### src/rtl/mem_arbiter.sv
// Fetch vs. load/store arbiter: one registered memory access per cycle, responses two cycles after grant.
// Define MEM_ARB_STARVE_EN to let fetch win one arbitration after STARVE_LIMIT consecutive denials.
`ifndef XLEN
`define XLEN 32
`endif

module mem_arbiter #(
   parameter int STARVE_LIMIT = 4
) (
   input  logic              clk,
   input  logic              rst,
   input  logic              if_req,
   input  logic [`XLEN-1:0]  if_addr,
   input  logic              if_flush,
   output logic              if_gnt,
   output logic              if_rvalid,
   output logic [`XLEN-1:0]  if_rdata,
   input  logic              ls_req,
   input  logic              ls_we,
   input  logic [`XLEN-1:0]  ls_addr,
   input  logic [`XLEN-1:0]  ls_wdata,
   output logic              ls_gnt,
   output logic              ls_rvalid,
   output logic [`XLEN-1:0]  ls_rdata,
   output logic              mem_read_en,
   output logic              mem_write_en,
   output logic [`XLEN-1:0]  mem_addr,
   output logic [`XLEN-1:0]  mem_wdata,
   input  logic [`XLEN-1:0]  mem_rdata
);
   localparam int W = `XLEN;

   typedef enum logic {SRC_IF = 1'b0, SRC_LS = 1'b1} src_t;

   logic          acc_v;
   src_t          acc_src;
   logic          acc_we;
   logic [W-1:0]  acc_addr;
   logic [W-1:0]  acc_wdata;
   logic          if_resp_v;
   logic          ls_resp_v;
   logic          if_ok;
   logic          starve_fire;

`ifdef MEM_ARB_STARVE_EN
   localparam int CW = $clog2(STARVE_LIMIT + 1);
   logic [CW-1:0] starve_cnt;

   assign starve_fire = (starve_cnt == CW'(STARVE_LIMIT));

   // Counts cycles a live fetch lost to load/store; a flushed fetch neither counts nor clears.
   always_ff @(posedge clk) begin
      if (rst || if_gnt || !if_req)
         starve_cnt <= '0;
      else if (!if_flush && ls_gnt && !starve_fire)
         starve_cnt <= starve_cnt + 1'b1;
   end
`else
   assign starve_fire = 1'b0;
`endif

   assign if_ok  = if_req && !if_flush && !rst;
   assign ls_gnt = ls_req && !rst && !(if_ok && starve_fire);
   assign if_gnt = if_ok && (!ls_req || starve_fire);

   always_ff @(posedge clk) begin
      if (rst) begin
         acc_v     <= 1'b0;
         acc_src   <= SRC_IF;
         acc_we    <= 1'b0;
         acc_addr  <= '0;
         acc_wdata <= '0;
      end else begin
         acc_v <= if_gnt || ls_gnt;
         if (ls_gnt) begin
            acc_src   <= SRC_LS;
            acc_we    <= ls_we;
            acc_addr  <= ls_addr;
            acc_wdata <= ls_wdata;
         end else if (if_gnt) begin
            acc_src  <= SRC_IF;
            acc_we   <= 1'b0;
            acc_addr <= if_addr;
         end
      end
   end

   // A fetch flushed while in ACCESS never reaches RESP; one flushed in RESP is masked below.
   always_ff @(posedge clk) begin
      if (rst) begin
         if_resp_v <= 1'b0;
         ls_resp_v <= 1'b0;
         if_rdata  <= '0;
         ls_rdata  <= '0;
      end else begin
         if_resp_v <= acc_v && (acc_src == SRC_IF) && !if_flush;
         ls_resp_v <= acc_v && (acc_src == SRC_LS);
         if (acc_v && (acc_src == SRC_IF) && !if_flush)
            if_rdata <= mem_rdata;
         if (acc_v && (acc_src == SRC_LS))
            ls_rdata <= acc_we ? '0 : mem_rdata;
      end
   end

   assign if_rvalid    = if_resp_v && !if_flush;
   assign ls_rvalid    = ls_resp_v;
   assign mem_read_en  = acc_v && !acc_we;
   assign mem_write_en = acc_v && acc_we && !rst;
   assign mem_addr     = acc_addr;
   assign mem_wdata    = acc_wdata;

endmodule

### config.mk
export PLATFORM = sky130hd
export DESIGN_NAME = mem_arbiter
export DESIGN_NICKNAME = d
export VERILOG_FILES = /design/src/rtl/mem_arbiter.sv
export SDC_FILE = /design/constraint.sdc
export NUM_CORES = 1
export LEC_CHECK = 0
export CORE_AREA = 2 2 103 105
export DETAILED_ROUTE_END_ITERATION = 12
export DIE_AREA = 0 0 105 107
export DONT_BUFFER_PORTS = 1
export PLACE_DENSITY = 0.77
export SETUP_SLACK_MARGIN = 0.4
export SYNTH_ARGS = -nofsm -noshare
export SYNTH_HDL_FRONTEND = slang
export SYNTH_SLANG_ARGS = --single-unit
### constraint.sdc
create_clock -name clk -period 2.1 [get_ports clk]
set_input_delay 0.42 -clock clk [delete_from_list [all_inputs] [get_ports clk]]
set_output_delay 0.42 -clock clk [all_outputs]
set_load 0.03 [all_outputs]
# Yosys cells after proc, flatten, opt, wreduce, memory -nomap -nowiden
# Index checks and enable logic that the tools add are counted.
dict set report op_classes {
  n_reduce_logical 17
  n_mux 6
  bitwise 1
}
# operator count
set ops {}
lappend ops {{$mux W32} 3}
lappend ops {{$logic_and A1 B1 Y1} 11}
lappend ops {{$logic_not A1 Y1} 4}
lappend ops {{$mux W1} 3}
lappend ops {{$reduce_bool A2 Y1} 1}
lappend ops {{$logic_or A1 B1 Y1} 1}
lappend ops {{$not A1 Y1} 1}
dict set report totals {
  inputBits 134
  out_inout_bits 134
  regBits 133
  word_cells 33
}

# Depth between registers and ports, before layout
dict set report logic_depth {
  depth_word 6
  ltp_mapped 6
  ltp_nobuf 3
}

# Worst setup path after synthesis
# Ideal clock, no wire load.
dict set report synth_path {
  path_kind {in2out}
  from {in ls_req}
  to {out if_gnt}
  path_stages 5
  arrival_ns 1.741
  n_path_buf 4
  required_time_ns 1.680
  slack_ns -0.061
  path_cell_list {buf_2 buf_4 buf_4 buf_4 nor3_1}
}
dict set report synth_via {
  elab_chain_cells 2
}
# element line_no
set synth_lines {}
lappend synth_lines {{start, declared} 18} ;# input logic ls_req,
lappend synth_lines {{$logic_not A1 Y1} 64} ;# assign if_gnt = if_ok && (!ls_req || starve_fire);
lappend synth_lines {{$logic_and A1 B1 Y1} 64}
lappend synth_lines {{end, declared} 15} ;# output logic if_gnt,
# Every way passes these cells.

==> PnR_summary.wiki <==
{| class="wikitable"
! Metric !! Value
|-
| Run status || finished clean
|-
| CTS clock-pin slew for the worst setup and hold paths || roughly 0.06 ns
|-
| Routed via count divided by cell count || slightly below 6
|-
| Critical setup path kind || register to register
|-
| Crit-path slowest cell || dlygate4sd3_1
|-
| Post-route design area || 6710 um^2
|-
| Number of max-capacitance violations reported || 0
|-
| Worst-case clock skew || approximately 0.0076 ns
|-
| Number of vias in the routed layout || roughly 4600
|-
| Grt met3 use || between 9 and 10%
|-
| Final critical-path setup slack || roughly 0.4 ns
|-
| Synth top cells by count || dfxtp_1, nand2_1, a21oi_1, nor3_1, nor2_1
|-
| Final total negative setup slack || 0 ns
|-
| Max incr delay on CP || around 0.6 ns
|-
| CP startpoint kind || register
|-
| Mean post-synth cell area || a little over 9 um^2
|-
| Count of boundary I/O pins || between 200 and 300
|-
| Period Utilization, post-route || 80.9%
|-
| Flop pwr share || roughly 46%
|-
| Worst setup path endpoint || mem_addr[30]
|-
| Number of global-route vias before repair || around 4400
|-
| Least-Margin Pin Slew || 0.404 ns
|-
| Critical path required time || 2.54 ns
|-
| Area of the die || about 11000 um^2
|-
| Distinct cell type count after synthesis || 21
|-
| Wire length of the first global-routing pass || 23700 um
|-
| Crit-path cells || nor3_1 > a2111oi_2 > dlygate4sd3_1
|-
| CTS Sinks || 133
|-
| Fraction of power spent switching nets || 25.4%
|-
| Setup WS pre-CTS || roughly 0.64 ns
|-
| Highest clock rate || ~0.59 GHz
|-
| Post-detailed-placement half-perimeter wirelength || roughly 9400 um
|-
| Max-Slew Margin vs Limit || between 70% and 80%
|-
| Overall die width || between 100 and 150 um
|-
| Crit path max fanout || 2
|-
| FF-to-FF End || mem_addr[30]
|-
| Critical path depth in cells || 3
|-
| Root cell of the clock tree || clkbuf_8
|-
| CTS max path bufs || 2
|-
| Net switching power of the design || 0.00168 W
|-
| Critical path startpoint || mem_addr[30]
|-
| Setup crit end kind || register
|-
| WP data arrival || 2.14 ns
|-
| Met2 usage || between 40% and 50%
|-
| Max Transition Viols Final || 0
|-
| Count of final hold-check violations || 0
|-
| Final-stage net count || 770
|-
| Number of buffers created by CTS || 17
|-
| Placed Area || 5380 um^2
|-
| Count of H-tree levels built during CTS || 4
|-
| Final setup violation count || 0
|-
| Average wire per cell in the routed design || 19.5 um
|-
| Fraction of registers with async set/reset || 0%
|-
| Starting DRC count in detailed routing || about 300
|-
| Initial antenna violation count || 0
|-
| Pleak || between 2 and 3 nW
|-
| Netlist area before placement || around 5400 um^2
|-
| Worst-case vdd ir drop || between 0.7 and 0.8 mV
|-
| Pin count of the biggest net entering global routing || roughly 140
|-
| Ranking of synthesized cells by area || dfxtp_1, a2111oi_2, nand2_1
|-
| Worst Hold Margin || approximately 0.048 ns
|-
| Vertical die dimension || 107 um
|-
| Post-synth net total || between 700 and 800
|-
| Post-Synthesis Cells || between 500 and 600
|-
| Post-detailed-route count of antenna-violating nets || 0
|-
| GR met1 Demand/Resource || ~30%
|-
| Post-synthesis cell type with the largest combined area || dfxtp_1
|-
| Share of Yosys cell area claimed by the top area cell type || around half
|-
| Layout cells sized above 1 || between 10 and 15%
|-
| Largest delay contributor family on the critical path || buffers and inverters
|-
| Total congestion overflow after global routing || 0
|-
| Finished Core Util || around two thirds
|-
| Top-count cell post-synth || dfxtp_1
|-
| Number of cells on the worst reg-to-reg path || 3
|-
| Wirelength, routed || 15300 um
|-
| Total buffers and inverters traversed by the critical path || 1
|-
| Post-synthesis sequential element count || between 100 and 150
|-
| Clock network fraction of design power || 46.6%
|-
| Register-to-register path setup slack || 0.40 ns
|-
| Number of warning messages in the yosys log || 0
|-
| EDFF count, synth || 0
|-
| Sequential cell area fraction in the yosys report || between 40% and 50%
|-
| Fin crit period || around 1.7 ns
|-
| P&R area growth vs syn || 24.2%
|-
| Antenna diode count || 0
|-
| Count of port buffers added during placement || 0
|-
| Core Rows || 37
|-
| Total power per unit cell area || 983 nW/um^2
|-
| Global router's overall resource usage || 26.6%
|-
| Clock insertion delay at the later pin of the skew report || about 0.49 ns
|-
| Internal power || just under 0.005 W
|-
| Path category of the worst min-delay check || input port to register
|-
| Origin of the critical flop-to-flop path || mem_addr[30]
|-
| GPL Wtd Cong || ~0.8
|-
| Starting density of the core || 53.5%
|-
| TritonCTS clock tree || done
|-
| Portion of total power attributed to combinational logic || around 7.7%
|-
| Area inside the core boundary || between 10000 and 15000 um^2
|-
| Setup repair after global routing missed its margin || true
|-
| Most heavily used metal layer in global routing || met2
|-
| Leading register cell type out of synthesis || dfxtp_1
|-
| Hold Path Stages || 1
|-
| Iteration count of the initial detailed-routing pass || 5
|-
| DRC violations left || 0
|}
==> stage by stage <==
stage,total power (W),std cells
3_3_place_gp,0.00339,685
2_1_floorplan,0.00342,595
3_5_place_dp,0.00341,685
4_1_cts,0.00661,783
5_1_grt,0.00682,784
6_report,0.00660,784
==> power by group through the flow <==
stage | registers, W | logic (W) | clock network [W]
floorplan | 0.00302 | 0.000406 | 0
global placement | 0.00305 | 0.000336 | 0
detailed placement | 0.00306 | 0.000355 | 0
CTS | 0.00300 | 0.000497 | 0.00311
global route | 0.00302 | 0.000560 | 0.00324
finish | 0.00301 | 0.000510 | 0.00308
==> routing by layer <==
layer / part of all wire [%] / wire length (um)
met5: 0 / 0
met4: 2.1 / 315
met3: 8.7 / 1330
met2: 52 / 7930
met1: 37 / 5680
==> layout by cell type (no fill, tap or decap), types with 16 or more instances in the layout <==
cell type      instances
dfxtp_1              118
nand2_1               98
a21oi_1               66
dlygate4sd3_1         66
nor3_1                64
nor2_1                37
inv_1                 32
mux2i_1               32
nand4b_1              32
a2111oi_2             29
clkbuf_16             16
==> worst reg2reg max path: stages (launching register included) <==
cell           delay, ns
dfxtp_1             0.53
nor3_1              0.16
a2111oi_2           0.37
dlygate4sd3_1       0.59
==> repair_timing <==
item	4_1_cts	5_1_grt
endpoints found under the setup margin	2	16
buffers inserted	0	1
hold endpoints to repair	131	0
pin swaps	1	0
hold buffers	67	0
gates resized for setup	2	15
gates cloned	0	0
==> area by class of cell <==
| class | instances | area (um^2) |
|---|---|---|
| clock buffers | 19 | 442 |
| clock inverters | 12 | 178 |
| fillers | 785 | 3380 |
| inverters | 32 | 120 |
| multi-input cells | 371 | 2330 |
| flip-flops and latches | 133 | 2680 |
| well taps | 136 | 170 |
| repair buffers | 81 | 793 |
==> cells by family after synthesis <==
logic type	share of synthesized area, %
flip-flops	49.3
multiplexers	5.93
AND/OR/NAND/NOR	21.9
AO/OA/AOI/OAI	14.7
buffers and inverters	8.20
==> flip-flops by register name, summed over array words and instances, names as in the netlist <==
signal     count
acc_v          1
ls_rdata      32
acc_src        1
ls_rvalid      1
if_rdata      32
acc_we         1
mem_wdata     32
if_resp_v      1
mem_addr      32
==> how the worst min path moves through the flow <==
stage	startpoint	end
2_1_floorplan	mem_rdata[10]	if_rdata[10]
3_3_place_gp	rst	mem_addr[9]
3_5_place_dp	rst	mem_addr[9]
4_1_cts	ls_req	mem_addr[14]
5_1_grt	mem_rdata[18]	if_rdata[18]
6_report	ls_req	mem_addr[14]
Note: power is estimated with default switching activity, not from simulation.
